File: config.mk
export PLATFORM = sky130hd
export DESIGN_NAME = assert_evt_collector_flat
export DESIGN_NICKNAME = d
export VERILOG_FILES = /design/src/rtl/assert_evt_pkg.sv /design/src/rtl/assert_evt_if.sv /design/src/rtl/assert_evt_fifo.sv /design/src/rtl/assert_evt_collector.sv /design/src/flat_wrapper.sv
export SDC_FILE = /design/constraint.sdc
export NUM_CORES = 1
export LEC_CHECK = 0
export CELL_PAD_IN_SITES_DETAIL_PLACEMENT = 1
export CELL_PAD_IN_SITES_GLOBAL_PLACEMENT = 2
export CORE_MARGIN = 2
export CORE_UTILIZATION = 36
export DETAILED_ROUTE_END_ITERATION = 12
export PLACE_DENSITY = 0.82
export SYNTH_ARGS = -nofsm -noshare
export SYNTH_HDL_FRONTEND = slang
export SYNTH_SLANG_ARGS = --single-unit
File: constraint.sdc
create_clock -name clk -period 3 [get_ports clk]
set_input_delay 0.45 -clock clk [delete_from_list [all_inputs] [get_ports clk]]
set_output_delay 0.45 -clock clk [all_outputs]
set_load 0.05 [all_outputs]
File: src/rtl/assert_evt_pkg.sv
// Shared types and defaults for the assertion event collector.
// Timestamp storage is built only when ASSERT_EVT_TS_EN is defined.
package assert_evt_pkg;

  localparam int unsigned TS_W_DEF  = 16;
  localparam int unsigned DEPTH_DEF = 4;

  // Entry fields are sized for the largest legal NUM_CHK (32) and TS_W (32).
  localparam int unsigned ID_W_MAX = 5;
  localparam int unsigned TS_W_MAX = 32;

  typedef struct packed {
    logic [ID_W_MAX-1:0] id;
    logic [TS_W_MAX-1:0] ts;
  } evt_entry_t;

endpackage

File: src/rtl/assert_evt_if.sv
// Event stream handshake: the collector is master, the consumer is slave.
interface assert_evt_if #(
  parameter int unsigned ID_W = 3,
  parameter int unsigned TS_W = 16
);
  logic            evt_valid;
  logic            evt_ready;
  logic [ID_W-1:0] evt_id;
  logic [TS_W-1:0] evt_ts;

  modport master (output evt_valid, output evt_id, output evt_ts, input evt_ready);
  modport slave  (input evt_valid, input evt_id, input evt_ts, output evt_ready);
endinterface

File: src/rtl/assert_evt_fifo.sv
// Valid/ready FIFO with wrap-bit pointers; head data reads as zero when empty.
module assert_evt_fifo #(
  parameter int unsigned W     = 8,
  parameter int unsigned DEPTH = 4
) (
  input  logic         clk,
  input  logic         rst_n,
  input  logic         in_valid,
  output logic         in_ready,
  input  logic [W-1:0] in_data,
  output logic         out_valid,
  input  logic         out_ready,
  output logic [W-1:0] out_data,
  output logic         full,
  output logic         empty
);
  localparam int unsigned AW = $clog2(DEPTH);

  logic [AW:0]  wr_ptr_q, wr_ptr_d, rd_ptr_q, rd_ptr_d;
  logic [W-1:0] mem_q [DEPTH];
  logic [W-1:0] mem_d [DEPTH];
  logic         push, pop;

  always_comb begin
    empty     = (wr_ptr_q == rd_ptr_q);
    full      = (wr_ptr_q[AW] != rd_ptr_q[AW]) && (wr_ptr_q[AW-1:0] == rd_ptr_q[AW-1:0]);
    out_valid = !empty;
    // A full FIFO still accepts when the head leaves on the same edge.
    in_ready  = !full || out_ready;
    push      = in_valid && in_ready;
    pop       = out_valid && out_ready;
    out_data  = empty ? '0 : mem_q[rd_ptr_q[AW-1:0]];
    mem_d     = mem_q;
    wr_ptr_d  = wr_ptr_q;
    rd_ptr_d  = rd_ptr_q;
    if (push) begin
      mem_d[wr_ptr_q[AW-1:0]] = in_data;
      wr_ptr_d = wr_ptr_q + 1'b1;
    end
    if (pop) rd_ptr_d = rd_ptr_q + 1'b1;
  end

  always_ff @(posedge clk or negedge rst_n) begin
    if (!rst_n) begin
      wr_ptr_q <= '0;
      rd_ptr_q <= '0;
      mem_q    <= '{default: '0};
    end else begin
      wr_ptr_q <= wr_ptr_d;
      rd_ptr_q <= rd_ptr_d;
      mem_q    <= mem_d;
    end
  end

endmodule

File: src/rtl/assert_evt_collector.sv
// Collects rising edges of assertion-checker fail lines into a timestamped event FIFO.
// Optional ASSERT_EVT_TS_EN adds the free-running timestamp counter and per-entry ts.
module assert_evt_collector
  import assert_evt_pkg::*;
#(
  parameter int unsigned NUM_CHK = 8,
  parameter int unsigned DEPTH   = DEPTH_DEF,
  parameter int unsigned TS_W    = TS_W_DEF
) (
  input  logic               clk,
  input  logic               rst,
  input  logic [NUM_CHK-1:0] fire,
  input  logic               clr,
  assert_evt_if.master       evt,
  output logic [NUM_CHK-1:0] sticky,
  output logic               overflow,
  output logic               irq
);
  localparam int unsigned ID_W = $clog2(NUM_CHK);
`ifdef ASSERT_EVT_TS_EN
  localparam int unsigned DATA_W = ID_W + TS_W;
`else
  localparam int unsigned DATA_W = ID_W;
`endif

  logic [NUM_CHK-1:0] fire_prev_q, fire_prev_d;
  logic [NUM_CHK-1:0] pending_q, pending_d;
  logic [NUM_CHK-1:0] sticky_q, sticky_d;
  logic               overflow_q, overflow_d;
  logic               armed_q, armed_d;
  logic [NUM_CHK-1:0] new_evt, loss, push_mask;
  logic               sel_found, push_ready, push_fire;
  logic [ID_W-1:0]    sel_idx;
  evt_entry_t         push_entry;
  logic [DATA_W-1:0]  fifo_in, fifo_out;
  logic               fifo_full, fifo_empty, unused_sink;

`ifdef ASSERT_EVT_TS_EN
  logic [TS_W-1:0] ts_q, ts_d;

  always_comb ts_d = ts_q + TS_W'(1);

  always_ff @(posedge clk or negedge rst) begin
    if (!rst) ts_q <= '0;
    else      ts_q <= ts_d;
  end
`endif

  always_comb begin
    fire_prev_d = fire;
    armed_d     = 1'b1;
    // No edges are seen until fire has been sampled once after reset.
    new_evt     = armed_q ? (fire & ~fire_prev_q) : '0;
    sel_found   = 1'b0;
    sel_idx     = '0;
    for (int unsigned i = 0; i < NUM_CHK; i++) begin
      if (pending_q[i] && !sel_found) begin
        sel_found = 1'b1;
        sel_idx   = ID_W'(i);
      end
    end
    push_fire = sel_found && push_ready;
    push_mask = '0;
    if (push_fire) push_mask[sel_idx] = 1'b1;
    loss       = new_evt & pending_q & ~push_mask;
    pending_d  = (pending_q & ~push_mask) | new_evt;
    sticky_d   = (clr ? '0 : sticky_q) | new_evt;
    overflow_d = (clr ? 1'b0 : overflow_q) | (|loss);
  end

  always_comb begin
    push_entry = '0;
    push_entry.id[ID_W-1:0] = sel_idx;
`ifdef ASSERT_EVT_TS_EN
    push_entry.ts[TS_W-1:0] = ts_q;
    fifo_in = {push_entry.id[ID_W-1:0], push_entry.ts[TS_W-1:0]};
`else
    fifo_in = push_entry.id[ID_W-1:0];
`endif
  end

  always_ff @(posedge clk or negedge rst) begin
    if (!rst) begin
      fire_prev_q <= '0;
      pending_q   <= '0;
      sticky_q    <= '0;
      overflow_q  <= 1'b0;
      armed_q     <= 1'b0;
    end else begin
      fire_prev_q <= fire_prev_d;
      pending_q   <= pending_d;
      sticky_q    <= sticky_d;
      overflow_q  <= overflow_d;
      armed_q     <= armed_d;
    end
  end

  assert_evt_fifo #(
    .W     (DATA_W),
    .DEPTH (DEPTH)
  ) u_fifo (
    .clk       (clk),
    .rst_n     (rst),
    .in_valid  (sel_found),
    .in_ready  (push_ready),
    .in_data   (fifo_in),
    .out_valid (evt.evt_valid),
    .out_ready (evt.evt_ready),
    .out_data  (fifo_out),
    .full      (fifo_full),
    .empty     (fifo_empty)
  );

  assign unused_sink = ^push_entry ^ fifo_full ^ fifo_empty;

  assign evt.evt_id = fifo_out[DATA_W-1 -: ID_W];
`ifdef ASSERT_EVT_TS_EN
  assign evt.evt_ts = fifo_out[TS_W-1:0];
`else
  assign evt.evt_ts = '0;
`endif

  assign sticky   = sticky_q;
  assign overflow = overflow_q;
  assign irq      = (|sticky_q) | overflow_q;

endmodule
File: src/flat_wrapper.sv
// flat-port wrapper written by rule: the top's interface ports become plain ports
module assert_evt_collector_flat import assert_evt_pkg::*;
#(
  parameter int unsigned NUM_CHK = 8,
  parameter int unsigned DEPTH   = DEPTH_DEF,
  parameter int unsigned TS_W    = TS_W_DEF
)
  (clk, rst, fire, clr, sticky, overflow, irq, evt_evt_valid, evt_evt_id, evt_evt_ts, evt_evt_ready);
  assert_evt_if #(.TS_W(TS_W)) evt_i ();
  input  logic clk;
  input  logic rst;
  input  logic [NUM_CHK-1:0] fire;
  input  logic clr;
  output logic [NUM_CHK-1:0] sticky;
  output logic overflow;
  output logic irq;
  output wire logic [$bits(evt_i.evt_valid)-1:0] evt_evt_valid;
  output wire logic [$bits(evt_i.evt_id)-1:0] evt_evt_id;
  output wire logic [$bits(evt_i.evt_ts)-1:0] evt_evt_ts;
  input wire logic [$bits(evt_i.evt_ready)-1:0] evt_evt_ready;
  assign evt_evt_valid = evt_i.evt_valid;
  assign evt_evt_id = evt_i.evt_id;
  assign evt_evt_ts = evt_i.evt_ts;
  assign evt_i.evt_ready = evt_evt_ready;
  assert_evt_collector #(.NUM_CHK(NUM_CHK), .DEPTH(DEPTH), .TS_W(TS_W)) u_core (.clk(clk), .rst(rst), .fire(fire), .clr(clr), .evt(evt_i), .sticky(sticky), .overflow(overflow), .irq(irq));
endmodule
# [After elaboration in Yosys (flattened, before gate mapping)]
# Index checks and enable logic that the tools add are counted.
[word_totals] regBits=44 output_inout_bits=30
[op_classes] n_eq_ne=3 n_reduce_logical=24 order_cmp=5 bitwise_logic=12 mux=28 n_addsub=2
[op_table] operator="8-bit bitwise AND" n=4
[op_table] operator="3-bit two-way mux" n=10
[op_table] operator="8-bit two-way mux" n=3
[op_table] operator="8-bit inverter" n=2
[op_table] operator="8-bit bitwise OR" n=2
[op_table] operator="8-bit OR reduction" n=2
[op_table] operator="12-bit bitwise mux" n=1
[op_table] operator="1-bit logical AND" n=12
[op_table] operator="1-bit two-way mux" n=11
[op_table] operator="1-bit logical NOT" n=9
[op_table] operator="3-bit by 1-bit adder with 3-bit output (second input constant)" n=2
[op_table] operator="3-bit binary-select mux with 2-bit select" n=1
[op_table] operator="3-bit demux with 2-bit select" n=1
[op_table] operator="3-bit greater-or-equal comparator (second input constant)" n=2
[op_table] operator="2-bit inverter with 3-bit output" n=2
[op_table] operator="3-bit by 4-bit less-than comparator with 1-bit output (second input constant)" n=1
[op_table] operator="1-bit demux with 3-bit select" n=1
[op_table] operator="3-bit equality test" n=1
[op_table] operator="3-bit by 1-bit greater-or-equal comparator with 1-bit output (second input constant)" n=1
[op_table] operator="3-bit by 1-bit less-than comparator with 1-bit output (second input constant)" n=1
[op_table] operator="2-bit equality test" n=1
[op_table] operator="1-bit bitwise OR" n=2
[op_table] operator="1-bit logical OR" n=1
[op_table] operator="1-bit inequality test" n=1

# [Depth between registers and ports, before layout]
# Gate-level depths: netlist (run 1).
[logic_depth] word_depth=31 depth_mapped=7 mapped_depth_nobuf=6

# [Hierarchy]
# From an unflattened synthesis (run 1), not the netlist that was laid out.
[unflattened] cells_unflattened=192 area_unflattened_um2=2269.7
[modules_own_cells] module="assert_evt_collector" area_each_um2=1242.4 cells_per_inst=123 n_inst=1
[modules_own_cells] module="assert_evt_fifo" area_each_um2=1027.2 cells_per_inst=69 n_inst=1

# [Worst setup path before layout (run 1)]
# Ideal clock, no wire load.
[synth_path] kind="reg2out" from="register u_core.u_fifo.rd_ptr_q[0]" to="output evt_evt_id[0]" arrival_ps=1704 path_buffers=1 t_required_ps=2550 stages_incl_launch_ff=6 path_slack_ps=846 cell_sequence="dfrtp_1 -> buf_2 -> xor2_2 -> nor2_1 -> nand2_1 -> and2_1"
[synth_via] elab_chain_len=5
[synth_rtl] item="from (decl)" line_no="assert_evt_fifo.sv:19" rtl="logic [AW:0] wr_ptr_q, wr_ptr_d, rd_ptr_q, rd_ptr_d;"
[synth_rtl] item="from (signal assigned)" line_no="assert_evt_fifo.sv:50" rtl="rd_ptr_q <= rd_ptr_d;"
[synth_rtl] item="2-bit inverter with 3-bit output (not written as such)" line_no="assert_evt_fifo.sv:32" rtl="out_data = empty ? '0 : mem_q[rd_ptr_q[AW-1:0]];"
[synth_rtl] item="3-bit binary-select mux with 2-bit select" line_no="assert_evt_fifo.sv:32"
[synth_rtl] item="3-bit two-way mux (not written as such) (2 in a row)" line_no="assert_evt_fifo.sv:32"
[synth_rtl] item="3-bit two-way mux *" line_no="assert_evt_fifo.sv:32"
[synth_rtl] item="to (decl)" line_no="flat_wrapper.sv:18" rtl="output wire logic [$bits(evt_i.evt_id)-1:0] evt_evt_id;"
# Mark *: on every way between the ends. The rest lies on a longest branch, timed or not. The select of a mux whose other input is x is not followed.

# [Worst setup path in the final report (run 1)]
[layout_path] from="register u_core.u_fifo.rd_ptr_q[0]" to="output evt_evt_id[1]"
# Same word-level chain as after synthesis.

==> flow_summary.yaml, run 1 <==
setup_path:
  path_delay_family: "buffers and inverters"
  path_buf_inv: 1
  path_cells: "mux4_1 -> and2_1 -> clkdlybuf4s50_1"
  required_ns: 2.55
  critPathLaunchType: "register"
  crit_fanout: 6
  max_stage_delay_ns: 0.69
  slowest_stage: "clkdlybuf4s50_1"
  end_kind: "output pin"
  rrSetupSlack_ns: 0.91
  path_class: "reg2out"
  cp.arrival_ns: 2.30
yosys:
  ys_types: 42
  synth_top_family_by_area: "simple AND/OR/NAND/NOR gates"
  synth_seq_area_share_pct: 51.2
  synth_area_mm2: 0.00215
  synth_common_cells: "44 x dfrtp_1, 21 x nand2_1, 17 x buf_4"
  yosys_warnings: 0
  synth-main-ff-cell: "dfrtp_1"
  yosysTopAreaCellShare_pct: 51.2
  yosysMostFrequentCell: "dfrtp_1"
  synthArstFlopShare_pct: 100
  postSynthCellCount: 189
  synth_edf_count: 0
  synth-seq-cells: 44
  synth_simple_gate_area_share_pct: 14.3
  postSynthAreaPerCell_um2: 11.4
  synth_fa_ha_area_share_pct: 2.91
  synth-compound-area-share_pct: 10.2
  synth_mux_area_share_pct: 8.37
  synth-xor-area-share_pct: 3.55
  synth_area_leaders: "dfrtp_1 51%, buf_4 5.9%, mux2_2 4.7%"
  synth_largest_area_cell: "dfrtp_1"
cells_and_area:
  nNetsFinal: 234
  seq_area_mm2: 0.00110
  postLayoutCellArea_mm2: 0.00252
  n_antenna_cell: 0
  multiInputGateArea_um2: 911
  syn_to_final_growth_pct: 17.2
  fill_cells: 647
  drive_gt1_share_pct: 12.8
route:
  drc: 0
  route.met2.wl_mm: 2.32
  antenna_left: 0
  wl_met1_mm: 1.81
  vias: 1397
  wl_per_cell_um: 14.8
  wirelength_mm: 4.33
  viasPerCell: 4.77
  highest_layer: "met4"
  met3_length_um: 170
  drt-pass1-iter-count: 4
  initialDrtViolationCount: 33
power:
  peakVddDrop_v: 0.000604
  p_switching_mw: 1.12
  powerDensity_mw_per_mm2: 1050
  p_comb_share_pct: 47.5
  leakage_nw: 1.13
  p_total_mw: 2.65
  sw_frac_of_total_pct: 42.1
  power_frac_clock_pct: 17.0
  p_int_mw: 1.54
  p_seq_share_pct: 35.5
sta:
  setup_ws_ns: 0.255
  max_slew_margin_pct: 35.6
  setup_tns_ns: 0
  fin_skew_ns: 0.00479
  worst-slew-pin-transition_ns: 0.966
  max_freq_ghz: 0.364
  final-hold-violation-count: 0
  fin_crit_ns: 2.75
  fin_crit_sh_pct: 91.5
  setup_viol: 0
  slew_viol_final: 0
  rsz0062_at_grt: "no"
clocking:
  numCtsBuffers: 5
  clock_path_buffers: 2
  insertion_delay_ns: 0.30
  cts-resized-gates: 0
  cts_sinks: 44
  postCtsSetupBuffers: 0
  root_buffer: "clkbuf_8"
  cts.clk_slew.worst_paths_ns: 0.08
  cts_htree_levels: 2
  cts_hold_buf: 0
  cts_tree: "yes"
placed_design:
  hpwlAfterDp_mm: 3.29
  io_buffers: 25
  place_ws_ns: 0.558
  place.gp.congestion: 0.750
  dpl_cell_area_mm2: 0.00241
die:
  start_util_pct: 36.8
  fp.coreArea_mm2: 0.00585
  floorplan.die.height_um: 81.3
  die_w_um: 81.3
  num_rows: 28
  design.die.area_mm2: 0.00661
  io_pins: 42
global_route:
  grt_pass1_wl_mm: 7.31
  grt_pass1_vias: 1485
  grt_max_degree: 45
  antenna_found_initial: 0
  grt_overflow: 0
  grtUsageTotal_pct: 14.8
job:
  cap_violations: 0
min_path:
  hold_class: "in2async"
outcome:
  status: "finished, final reports clean"
[sequential cells by signal (all words and copies together) (netlist names)]
signal,cells
u_core.u_fifo.wr_ptr_q,3
u_core.armed_q,1
u_core.pending_q,8
u_core.fire_prev_q,8
u_core.u_fifo.mem_q,12
u_core.u_fifo.rd_ptr_q,3
u_core.sticky,8
u_core.overflow,1
[kinds of logic (layout without fill, tap and decap cells)]
kind of cell               Yosys count  count (layout)
xor gates and xnor gates             7               7
adders and majority gates            5               5
muxes                               12              12
AOI/OAI and AO/OA                   30              30
DFF                                 44              44
and+or+nand+nor                     54              54
other                                2              17
buffers and inverters               35              49
[per-stage QoR]
step	util, %	cells	hold slack [ns]
floorplan	-	204	0.154
global placement	41.2	285	0.460
detailed placement	41.2	285	0.478
CTS	43.1	293	0.333
global route	43.1	293	0.365
finish	43.1	293	0.304
[placed cells by master, fill, tap and decap left out, types with 2 or more instances in the layout]
master / instances
dfrtp_1: 44
clkdlybuf4s50_1: 24
nand2_1: 21
conb_1: 17
inv_1: 15
o21ai_0: 14
mux2_2: 9
nand3b_1: 8
nor2_1: 6
xnor2_1: 5
ha_1: 5
clkbuf_8: 5
nand3_1: 3
mux4_1: 3
and2_1: 3
xor2_2: 2
nor4_4: 2
nand2b_1: 2
a21oi_1: 2
o31ai_1: 2
nor3_1: 2
[path summary, 6_finish.rpt]
| check | start | to | cells past startpoint |
|---|---|---|---|
| max | u_core.u_fifo.rd_ptr_q[0]$_DFFE_PN0P_ | evt_evt_id[1] | 3 |
| min | rst | u_core.u_fifo.rd_ptr_q[2]$_DFFE_PN0P_ | 1 |
| max reg2reg | u_core.u_fifo.rd_ptr_q[0]$_DFFE_PN0P_ | u_core.u_fifo.mem_q[0]$_DFFE_PN0P_ | 5 |
| min reg2reg | u_core.u_fifo.mem_q[10]$_DFFE_PN0P_ | u_core.u_fifo.mem_q[10]$_DFFE_PN0P_ | 2 |
| max in group asynchronous | rst | u_core.sticky[6]$_DFF_PN0_ | 1 |
| min in group clk | u_core.u_fifo.mem_q[10]$_DFFE_PN0P_ | u_core.u_fifo.mem_q[10]$_DFFE_PN0P_ | 2 |
[area by class of cell]
class / instances / share of cell area [%]
flip-flops and latches: 44 / 43.7
multi-input cells: 125 / 36.1
inverters: 16 / 2.38
clock inverters: 3 / 1.69
clock buffers: 5 / 2.73
repair buffers: 25 / 9.72
well taps: 75 / 3.72
[worst reg2reg max path: stages, from the launching register on]
cell and delay [ns]:
dfrtp_1 0.51, xor2_2 0.24, nor4_4 0.52, a31oi_4 0.12
nand2_1 0.23, mux2_2 0.36
[per-layer routing]
layer  global-route usage [%]  vias up
met5                        0        -
met4                     4.07        0
met3                     4.00        5
met2                     26.9       30
met1                     17.0      691
li1                         -      671
[power groups by stage]
stage          Clock (mW)  Combinational, mW  Sequential [mW]
6_report            0.450               1.26            0.942
3_5_place_dp            0               1.28            0.961
4_1_cts             0.470               1.29            0.948
2_1_floorplan           0              0.962            0.944
5_1_grt             0.505               1.38            0.972
3_3_place_gp            0               1.24            0.955
No activity file was read; power rests on OpenSTA's default activity.
==> inputs of run 2 (changes only) <==
- CORE_UTILIZATION: 36 -> 33
- PLACE_DENSITY: 0.82 -> 0.75
- clock period: 3 -> 2.82 ns (I/O delays scaled with it)
==> run 2 against run 1 <==
Effect of this change:
- via count is 0.64% higher
- combinational power is 6% higher
- register-to-register slack worse by 0.11 ns
- critical endpoint is now evt_evt_id[2]
==> flow_summary.yaml, run 2 (synthesized netlist as in run 1, its figures left out) <==
setup_path:
  path_buf_inv: 1
  path_delay_family: "buffers and inverters"
  reg2regPathDepth: 7
  max_stage_delay_ns: 0.69
  critPathLaunchType: "register"
  crit_fanout: 6
  rr_startpoint: "u_core.u_fifo.rd_ptr_q[0]$_DFFE_PN0P_"
  crit_cells: 3
  path_cells: "mux4_1 -> and2_1 -> clkdlybuf4s50_1"
  rr_endpoint: "u_core.overflow$_DFF_PN0_"
  path_class: "reg2out"
  required_ns: 2.40
  rrSetupSlack_ns: 0.80
  end_kind: "output pin"
  cp.arrival_ns: 2.28
  slowest_stage: "clkdlybuf4s50_1"
clocking:
  root_buffer: "clkbuf_8"
  cts_sinks: 44
  insertion_delay_ns: 0.29
  cts_hold_buf: 0
  clock_path_buffers: 2
  cts.clk_slew.worst_paths_ns: 0.08
  numCtsBuffers: 5
  cts_tree: "yes"
  cts_htree_levels: 2
cells_and_area:
  drive_gt1_share_pct: 12.8
  largest_register_ff_count: 12
  layout_commonest_cell: "dfrtp_1"
  top_register: "u_core.u_fifo.mem_q"
  fill_cells: 707
  multiInputGateArea_um2: 911
  final_cell_mix: "44 x dfrtp_1, 23 x clkdlybuf4s50_1, 21 x nand2_1, 17 x conb_1, 15 x inv_1"
  seq_area_mm2: 0.00110
  nNetsFinal: 235
  n_antenna_cell: 0
  syn_to_final_growth_pct: 17.0
  final_cells: 296
route:
  drt-pass1-iter-count: 2
  vias: 1406
  wirelength_mm: 4.35
  wl_per_cell_um: 14.7
  viasPerCell: 4.75
  drc: 0
  highest_layer: "met4"
  antenna_left: 0
  initialDrtViolationCount: 19
  route.met2.wl_mm: 2.11
  wl_met1_mm: 2.03
  met3_length_um: 173
sta:
  setup_ws_ns: 0.119
  setup_viol: 0
  max_slew_margin_pct: 34.2
  worst-slew-pin-transition_ns: 0.987
  setup_tns_ns: 0
  final-hold-violation-count: 0
  fin_crit_ns: 2.70
  fin_skew_ns: 0.00715
  max_freq_ghz: 0.370
  rsz0062_at_grt: "no"
  slew_viol_final: 0
  fin_crit_sh_pct: 95.8
placed_design:
  place.gp.congestion: 0.693
  hpwlAfterDp_mm: 3.28
  place_ws_ns: 0.435
  io_buffers: 25
  placed_cells: 288
power:
  leakage_nw: 1.14
  powerDensity_mw_per_mm2: 1100
  peakVddDrop_v: 0.000734
min_path:
  hold_class: "in2async"
die:
  design.die.area_mm2: 0.00718
  floorplan.die.height_um: 84.8
  io_pins: 42
  fp.coreArea_mm2: 0.00631
  start_util_pct: 34.1
  die_w_um: 84.8
  num_rows: 29
global_route:
  grt_pass1_vias: 1526
  antenna_found_initial: 0
  grt_pass1_wl_mm: 7.49
  grtUsageTotal_pct: 13.1
  grt_max_degree: 45
  grt_overflow: 0
outcome:
  status: "finished, final reports clean"
job:
  cap_violations: 0
run 2: worst max-delay path by stage:
stage               slack [ns]             to                                  start
detailed placement        0.43  evt_evt_id[2]  u_core.u_fifo.rd_ptr_q[0]$_DFFE_PN0P_
global placement          0.48  evt_evt_id[0]  u_core.u_fifo.rd_ptr_q[0]$_DFFE_PN0P_
finish                    0.12  evt_evt_id[2]  u_core.u_fifo.rd_ptr_q[0]$_DFFE_PN0P_
floorplan                 0.69  evt_evt_id[0]  u_core.u_fifo.rd_ptr_q[0]$_DFFE_PN0P_
CTS                       0.11  evt_evt_id[2]  u_core.u_fifo.rd_ptr_q[0]$_DFFE_PN0P_
global route             0.006  evt_evt_id[0]  u_core.u_fifo.rd_ptr_q[0]$_DFFE_PN0P_
run 2: area by class of cell:
type	instances	area share (%)
Sequential cell	44	43.7
Timing Repair Buffer	26	10.1
Clock buffer	7	3.43
Multi-Input combinational cell	125	36.2
Tap cell	77	3.83
Clock inverter	1	0.298
Inverter	16	2.39
run 2: worst register-to-register path, delay by kind of cell, from the launching register on:
kind | cells | cell delay [ns]
and+or+nand+nor | 1 | 0.07
DFF | 1 | 0.54
xor gates and xnor gates | 1 | 0.24
buffers and inverters | 1 | 0.18
AOI/OAI and AO/OA | 4 | 0.87
run 2: routing by layer:
layer / up-vias / global-route usage (%)
met5: - / 0
met4: 0 / 3.61
met3: 4 / 3.05
met1: 694 / 16.9
met2: 39 / 22.0
li1: 669 / -
run 2: what timing repair did:
item	CTS	global route
setup buffers	0	0
resized for setup	0	1
setup endpoints to repair	0	1
run 2: per-stage QoR:
step                instance area (um2)  power, mW  util, %  hold WS (ns)
floorplan                          2210       2.03        -         0.127
detailed placement                 2420       2.39     38.3         0.482
global placement                   2420       2.35     38.3         0.464
global route                       2520       2.96     39.9         0.378
CTS                                2510       2.81     39.8         0.323
finish                             2520       2.77     39.9         0.294
run 2: report_power, final:
part | internal (mW) | switching (mW)
registers | 0.825 | 0.192
logic | 0.550 | 0.790
clock network | 0.199 | 0.212
total | 1.57 | 1.19
==> inputs of run 3 (changes only) <==
- clock period: 2.82 -> 3.1 ns (I/O delays scaled with it)
==> run 3 against run 2 <==
Effect of this change:
- global-route usage up 0.41 points
- worst setup slack gained 0.21 ns
- die area unchanged
- core utilization increased by 0.28 points
- sequential cell count stayed put
- final cell count down 0.34%
- sequential power shrank 10%
- count of clock-buffer cells in the layout shrank 1
- cell area grew 0.70%
- hold slack gained 0.041 ns
- power is 6.6% lower
- critical endpoint is now evt_evt_id[0]
==> flow_summary.yaml, run 3 (synthesized netlist as in run 1, its figures left out) <==
sta:
  setup_tns_ns: 0
  rsz0062_at_grt: "no"
  fin_skew_ns: 0.00970
  slew_viol_final: 0
  max_freq_ghz: 0.361
  fin_crit_ns: 2.77
  worst-slew-pin-transition_ns: 0.999
  max_slew_margin_pct: 33.4
  setup_viol: 0
  final-hold-violation-count: 0
  fin_crit_sh_pct: 89.3
die:
  design.die.area_mm2: 0.00718
  num_rows: 29
  die_w_um: 84.8
  io_pins: 42
  start_util_pct: 34.1
  floorplan.die.height_um: 84.8
  fp.coreArea_mm2: 0.00631
clocking:
  postCtsSetupBuffers: 0
  cts_sinks: 44
  cts-resized-gates: 0
  cts_htree_levels: 2
  cts_hold_buf: 0
  cts.clk_slew.worst_paths_ns: 0.09
  root_buffer: "clkbuf_8"
  cts_tree: "yes"
  numCtsBuffers: 5
  clock_path_buffers: 2
  insertion_delay_ns: 0.29
cells_and_area:
  postLayoutCellArea_mm2: 0.00253
  final_cell_mix: "44 x dfrtp_1, 24 x clkdlybuf4s50_1, 21 x nand2_1, 17 x conb_1, 15 x inv_1"
  multiInputGateArea_um2: 911
  top_register: "u_core.u_fifo.mem_q"
  fill_cells: 723
  largest_register_ff_count: 12
  seq_area_mm2: 0.00110
  n_antenna_cell: 0
  nNetsFinal: 234
  layout_commonest_cell: "dfrtp_1"
  drive_gt1_share_pct: 12.8
  syn_to_final_growth_pct: 17.8
power:
  leakage_nw: 1.13
  p_seq_share_pct: 35.4
  p_switching_mw: 1.08
  powerDensity_mw_per_mm2: 1020
  p_comb_share_pct: 46.9
  power_frac_clock_pct: 17.8
  p_total_mw: 2.59
  p_int_mw: 1.51
  sw_frac_of_total_pct: 41.7
  peakVddDrop_v: 0.000933
route:
  wirelength_mm: 4.34
  viasPerCell: 4.79
  drc: 0
  initialDrtViolationCount: 22
  wl_per_cell_um: 14.7
  vias: 1414
  drt-pass1-iter-count: 4
  antenna_left: 0
job:
  cap_violations: 0
setup_path:
  crit_fanout: 6
  required_ns: 2.63
  end_kind: "output pin"
  path_delay_family: "buffers and inverters"
  path_class: "reg2out"
  crit_start: "u_core.u_fifo.rd_ptr_q[0]$_DFFE_PN0P_"
  cp.arrival_ns: 2.30
  slowest_stage: "clkdlybuf4s50_1"
  rr_startpoint: "u_core.pending_q[0]$_DFF_PN0_"
  path_cells: "mux4_1 -> and2_1 -> clkdlybuf4s50_1"
  critPathLaunchType: "register"
  path_buf_inv: 1
  max_stage_delay_ns: 0.69
global_route:
  grt_overflow: 0
  grtUsageTotal_pct: 13.5
  grt_pass1_wl_mm: 7.66
  grt_max_degree: 45
  antenna_found_initial: 0
  grt_pass1_vias: 1602
placed_design:
  hpwlAfterDp_mm: 3.24
  dpl_cell_area_mm2: 0.00241
  io_buffers: 25
  place.gp.congestion: 0.715
outcome:
  status: "finished, final reports clean"
min_path:
  hold_class: "in2async"
==> run 3: metrics by stage <==
stage               cells  worst slack [ns]  util (%)  hold WS (ns)
floorplan             204             0.931         -         0.169
global placement      287             0.641      38.2         0.467
detailed placement    287             0.633      38.2         0.474
CTS                   295             0.305      40.2         0.371
global route          295             0.249      40.2         0.398
finish                295             0.331      40.2         0.335
==> run 3: area by class of cell <==
cell class                      instances  area share [%]
Sequential cell                        44            43.4
Timing Repair Buffer                   25            9.67
Clock buffer                            6            3.26
Inverter                               16            2.37
Clock inverter                          2            1.53
Tap cell                               77            3.80
Multi-Input combinational cell        125            35.9
==> run 3: path summary, 6_finish.rpt <==
| path | to | slack [ns] | cells past startpoint |
|---|---|---|---|
| min in group clk | u_core.u_fifo.mem_q[1]$_DFFE_PN0P_ | 0.49 | 2 |
| max in group asynchronous | u_core.u_fifo.mem_q[8]$_DFFE_PN0P_ | 2.16 | 1 |
| max reg2reg | u_core.overflow$_DFF_PN0_ | 1.03 | 6 |
| min | u_core.pending_q[1]$_DFF_PN0_ | 0.34 | 1 |
| max | evt_evt_id[0] | 0.33 | 3 |
| min reg2reg | u_core.u_fifo.mem_q[1]$_DFFE_PN0P_ | 0.49 | 2 |
==> run 3: power by group through the flow <==
| stage | Sequential (mW) | Combinational (mW) | Clock [mW] |
|---|---|---|---|
| 6_report | 0.914 | 1.21 | 0.459 |
| 5_1_grt | 0.947 | 1.33 | 0.502 |
| 2_1_floorplan | 0.913 | 0.931 | 0 |
| 4_1_cts | 0.918 | 1.23 | 0.480 |
| 3_3_place_gp | 0.928 | 1.21 | 0 |
| 3_5_place_dp | 0.929 | 1.23 | 0 |
==> run 3: routing by layer <==
| metal | track usage [%] | up-vias | share of wire, % | routed length [um] |
|---|---|---|---|---|
| met5 | 0 | - | 0 | 0 |
| met4 | 4.33 | 0 | 1.1 | 48 |
| met3 | 3.05 | 5 | 3.3 | 144 |
| met2 | 23.4 | 31 | 51 | 2200 |
| met1 | 16.6 | 711 | 45 | 1950 |
| li1 | - | 667 | - | - |
